<file path="src/rtl/fifo_buf.sv">
// Circular-buffer FIFO with valid/ready on both ports, occupancy count and
// synchronous flush. Pointers carry an extra wrap bit to tell full from empty.
module fifo_buf #(
  parameter int WIDTH = 32,
  parameter int DEPTH = 8
) (
  input  logic                       clk,
  input  logic                       rst_aL,
  input  logic                       flush,
  input  logic                       enq_valid,
  output logic                       enq_ready,
  input  logic [WIDTH-1:0]           enq_data,
  output logic                       deq_valid,
  input  logic                       deq_ready,
  output logic [WIDTH-1:0]           deq_data,
  output logic [$clog2(DEPTH):0]     count
);
  localparam int PTR_WIDTH = $clog2(DEPTH);

  logic [PTR_WIDTH:0]            head_q, head_d, tail_q, tail_d;
  logic [DEPTH-1:0][WIDTH-1:0]   entries_q;
  logic                          full, empty, enq_fire, deq_fire;

  // Status comes only from registered pointers, so ready/valid never depend
  // combinationally on the handshake inputs.
  assign empty     = (head_q == tail_q);
  assign full      = (head_q[PTR_WIDTH-1:0] == tail_q[PTR_WIDTH-1:0]) &&
                     (head_q[PTR_WIDTH] != tail_q[PTR_WIDTH]);
  assign count     = tail_q - head_q;
  assign enq_ready = !full;
  assign deq_valid = !empty;
  assign enq_fire  = enq_valid && enq_ready;
  assign deq_fire  = deq_valid && deq_ready;

  assign deq_data  = entries_q[head_q[PTR_WIDTH-1:0]];

  always_comb begin
    head_d = head_q;
    tail_d = tail_q;
    if (flush) begin
      head_d = '0;
      tail_d = '0;
    end else begin
      if (enq_fire) tail_d = tail_q + 1'b1;
      if (deq_fire) head_d = head_q + 1'b1;
    end
  end

  always_ff @(posedge clk or negedge rst_aL) begin
    if (!rst_aL) begin
      head_q <= '0;
      tail_q <= '0;
    end else begin
      head_q <= head_d;
      tail_q <= tail_d;
    end
  end

  // Flush only rewinds pointers; stored data is left as-is.
  always_ff @(posedge clk or negedge rst_aL) begin
    if (!rst_aL) begin
      entries_q <= '0;
    end else if (enq_fire && !flush) begin
      entries_q[tail_q[PTR_WIDTH-1:0]] <= enq_data;
    end
  end
endmodule

</file>
<file path="config.mk">
export PLATFORM = sky130hd
export DESIGN_NAME = fifo_buf
export DESIGN_NICKNAME = d
export VERILOG_FILES = /design/src/rtl/fifo_buf.sv
export SDC_FILE = /design/constraint.sdc
export NUM_CORES = 1
export LEC_CHECK = 0
export ABC_AREA = 1
export ABC_CLOCK_PERIOD_IN_PS = 2300
export CAP_MARGIN = 15
export CORE_ASPECT_RATIO = 1.25
export CORE_MARGIN = 2
export CORE_UTILIZATION = 54
export DETAILED_ROUTE_END_ITERATION = 16
export PLACE_DENSITY = 0.76
export SLEW_MARGIN = 30
export SYNTH_ARGS = -nofsm -noshare
export SYNTH_HDL_FRONTEND = slang
export SYNTH_SLANG_ARGS = --single-unit
</file>
<file path="constraint.sdc">
create_clock -name clk -period 2.3 [get_ports clk]
set_input_delay 0.46 -clock clk [delete_from_list [all_inputs] [get_ports clk]]
set_output_delay 0.46 -clock clk [all_outputs]
set_load 0.005 [all_outputs]
</file>
==> Implementation_results.wiki <==
{| class="wikitable"
! Metric !! Value
|-
| Cell-by-cell listing of the critical path || buf_12 -> buf_12 -> buf_16 -> buf_8 -> o21ai_2 -> o22ai_1 -> nand2_1 -> nand2_1 -> buf_2
|-
| Seq cells post-synth || 264
|-
| First DRT Iteration DRCs || 1971
|-
| Last weighted congestion value of the routability-driven placer || 0.891
|-
| Final critical path time including I/O delays and setup || 2.69 ns
|-
| Post-Route Skew || 0.0235 ns
|-
| Effective utilization at floorplan || 54.5%
|-
| Maximum vdd drop || 719 uV
|-
| Critical-path cell with the highest stage delay || sky130_fd_sc_hd__dfrtp_4
|-
| Maximum fanout encountered on the critical timing path || 7
|-
| Wire length of the first global-routing pass || 79600 um
|-
| Final Power || 15.5 mW
|-
| Via count of the routed design || 14.4k
|-
| Hold violation total from the final report || 0
|-
| Yosys Warn Count || 0
|-
| Buffers from clock root to sink, at most || 3
|-
| Remaining DRCs || 0
|-
| Floorplan core area || 24300 um2
|-
| Largest net degree at the start of global routing || 104
|-
| Outcome || finished, violations left
|-
| Initial antenna violation count || 0
|-
| Drt via density || 6.75
|-
| FMAX || 371 MHz
|-
| Sequential area share after synthesis || 49.8%
|-
| Final critical-path share of the clock period || 117%
|-
| Type of the worst setup path || reg -> out
|-
| Max-Slew Margin vs Limit || 57.5%
|-
| Setup repair after global routing missed its margin || true
|-
| Number of search-and-repair iterations in the first detailed-routing pass || 8
|-
| Relative area change from synthesis to final layout || 31.1%
|-
| Final net count || 1826
|-
| Gate count after technology mapping || 1723
|-
| Critical path endpoint category || primary output
|-
| Final wirelength || 52300 um
|-
| Tightest Hold Check Type || in -> async
|-
| Std-Cell Rows || 64
|-
| Crit path required time || 1.84 ns
|-
| Max-cap viol count || 0
|-
| Antenna violation net count after detailed routing || 0
|-
| Total grt overflow || 0
|-
| Setup TNS || -9.94 ns
|-
| Final setup margin || -0.392 ns
|-
| Io pins || 75
|-
| HPWL after detailed placement || 25800 um
|-
| CTS tree || built
|-
| Final setup violation count || 37
|-
| Tot GR Track Use || 40.1%
|-
| Gate family responsible for the most delay along the worst path || buffers and inverters
|-
| Number of inserted diodes || 0
|-
| Count of final max-slew check failures || 0
|-
| Net Count, Synth || 1766
|-
| Die area || 25800 um2
|-
| Data arrival at the endpoint of the critical path || 2.23 ns
|-
| Ratio of cells with drive above 1 in the final layout || 20.7%
|-
| Leakage power of the design || 8.83 nW
|-
| Chip Width || 144 um
|-
| Maximum level of the CTS H-tree || 1
|-
| Total CTS buffers || 28
|-
| Root Buffer || sky130_fd_sc_hd__clkbuf_16
|-
| Violations in the final reports || setup timing
|-
| Insertion delay of the later-clocked pin in the worst-skew pair || 0.57 ns
|-
| Syn Std Cell Area || 13300 um2
|-
| Transition time at the pin with the least slew margin || 0.637 ns
|-
| Buffers plus inverters on the worst setup path || 5
|-
| Average instance area after synthesis || 7.70 um2
|-
| PortBufs || 74
|-
| Delay contributed by the slowest stage of the critical path || 0.56 ns
|-
| Vert. Die Dim || 179 um
|-
| Largest cells by area after synthesis || sky130_fd_sc_hd__dfrtp_1 50%, sky130_fd_sc_hd__nand2_1 18%, sky130_fd_sc_hd__nand4_1 12%, sky130_fd_sc_hd__nor2_1 3.8%, sky130_fd_sc_hd__clkbuf_1 3.4%
|-
| Total clock sinks || 264
|-
| Clock-pin slew of the registers on the worst-case setup and hold paths || 0.06 ns
|-
| Number of global-route vias before repair || 14.3k
|-
| Netlist cell types || 21
|-
| Power Density || 890 nW/um2
|-
| Critical path startpoint category || flop
|-
| Top cell type's share of synthesized area || 49.8%
|-
| Routed wire length per instance || 24.5 um
|-
| Dominant cell type by area after synthesis || sky130_fd_sc_hd__dfrtp_1
|}
routing by layer:
layer  share of wire (%)  global-route usage, %
met5                   0                      0
met4                 8.8                   25.6
met3                  13                   7.85
met2                  45                   62.1
met1                  33                   51.7
synthesized netlist by cell type:
cell type / instances
sky130_fd_sc_hd__a21boi_1: 1
sky130_fd_sc_hd__nand4_1: 265
sky130_fd_sc_hd__o21ai_0: 82
sky130_fd_sc_hd__nand2_1: 630
sky130_fd_sc_hd__inv_2: 7
sky130_fd_sc_hd__nand3_1: 12
sky130_fd_sc_hd__fa_1: 1
sky130_fd_sc_hd__clkbuf_1: 120
sky130_fd_sc_hd__buf_1: 10
sky130_fd_sc_hd__xnor2_1: 1
sky130_fd_sc_hd__xor2_1: 4
sky130_fd_sc_hd__o22ai_1: 64
sky130_fd_sc_hd__clkbuf_2: 31
sky130_fd_sc_hd__nor3_2: 2
sky130_fd_sc_hd__inv_1: 9
sky130_fd_sc_hd__ha_1: 5
sky130_fd_sc_hd__nor2_1: 135
sky130_fd_sc_hd__dfrtp_1: 264
sky130_fd_sc_hd__a21oi_1: 2
sky130_fd_sc_hd__o21ai_1: 50
sky130_fd_sc_hd__buf_2: 28
layout by cell type, fill, tap and decap left out, drive strengths merged:
cell,count
o22ai,64
dlygate4sd3,1
xnor2,1
dlymetal6s2s,1
nand2,630
a21boi,1
clkbuf,42
ha,5
clkdlybuf4s50,35
a21oi,2
buf,171
nand4,265
nor3,2
clkinv,11
nand3,12
xor2,4
bufinv,3
o21ai,132
dfrtp,264
inv,17
nor2,135
clkinvlp,4
fa,1
bufbuf,2
metrics by stage:
| stage | hold WS [ns] | cells | instance area [um2] | util [%] | setup slack (ns) |
|---|---|---|---|---|---|
| final | 0.430 | 2135 | 17400 | 71.4 | -0.392 |
| after global routing | 0.469 | 2135 | 17400 | 71.4 | -0.425 |
| after CTS | 0.460 | 2126 | 16900 | 69.4 | -0.335 |
| after detailed placement | 0.441 | 2018 | 14700 | 60.3 | -0.0492 |
| after global placement | 0.444 | 2018 | 14700 | 60.3 | -0.0292 |
| after floorplan | 0.164 | 1723 | 13300 | - | -0.0476 |
sequential cells by signal (all words and copies together) (netlist names):
signal     flops
entries_q    256
head_q         4
tail_q         4
timing repair:
action / 4_1_cts / 5_1_grt
pin swaps: 87 / 69
buffers inserted: 34 / 12
gates resized for setup: 343 / 105
hold endpoints to repair: 54 / 0
hold buffers: 1 / 0
setup endpoints to repair: 38 / 153
gates cloned: 21 / 5
logic make-up after synthesis:
kind of cell / share of synthesized area [%]
flops: 49.8
compound gates: 8.13
xor+xnor: 0.330
buf+inv: 6.36
fa+ha+maj: 0.623
simple gates: 34.8
worst paths after layout:
kind | cells after the start | startpoint | endpoint | slack [ns]
setup / recovery | 9 | head_q[0]$_DFFE_PN0P_ | deq_data[27] | -0.39
hold / removal | 2 | rst_aL | entries_q[62]$_DFFE_PN0P_ | 0.43
setup reg to reg | 11 | head_q[0]$_DFFE_PN0P_ | entries_q[82]$_DFFE_PN0P_ | 0.02
hold reg to reg | 2 | entries_q[175]$_DFFE_PN0P_ | entries_q[175]$_DFFE_PN0P_ | 0.48
max in group asynchronous | 3 | rst_aL | entries_q[134]$_DFFE_PN0P_ | 1.06
min in group clk | 2 | entries_q[175]$_DFFE_PN0P_ | entries_q[175]$_DFFE_PN0P_ | 0.48
worst register-to-register path, stage by stage, from the launching register on:
cell and delay, ns:
sky130_fd_sc_hd__dfrtp_4 0.56, sky130_fd_sc_hd__buf_4 0.18, sky130_fd_sc_hd__ha_4 0.21, sky130_fd_sc_hd__nand2_2 0.07
sky130_fd_sc_hd__nor2_4 0.04, sky130_fd_sc_hd__buf_6 0.11, sky130_fd_sc_hd__buf_4 0.15, sky130_fd_sc_hd__a21oi_4 0.23
sky130_fd_sc_hd__buf_12 0.23, sky130_fd_sc_hd__buf_6 0.18, sky130_fd_sc_hd__nand4_1 0.14, sky130_fd_sc_hd__nand2_1 0.13
final cells by class:
type	count	area (um2)
inverters	16	80.1
flip-flops and latches	264	6610
repair inverters	1	6.26
multi-input cells	1254	6460
repair buffers	218	2870
clock inverters	18	190
fillers	1738	6950
well taps	330	413
clock buffers	34	763
where the power goes:
group | internal [mW] | leakage (nW) | switching, mW | total (mW)
clock network | 2.71 | 0.465 | 2.00 | 4.70
logic | 2.21 | 4.84 | 2.67 | 4.88
registers | 5.39 | 3.52 | 0.510 | 5.90
total | 10.3 | 8.83 | 5.18 | 15.5
Note: power is estimated with default switching activity, not from simulation.
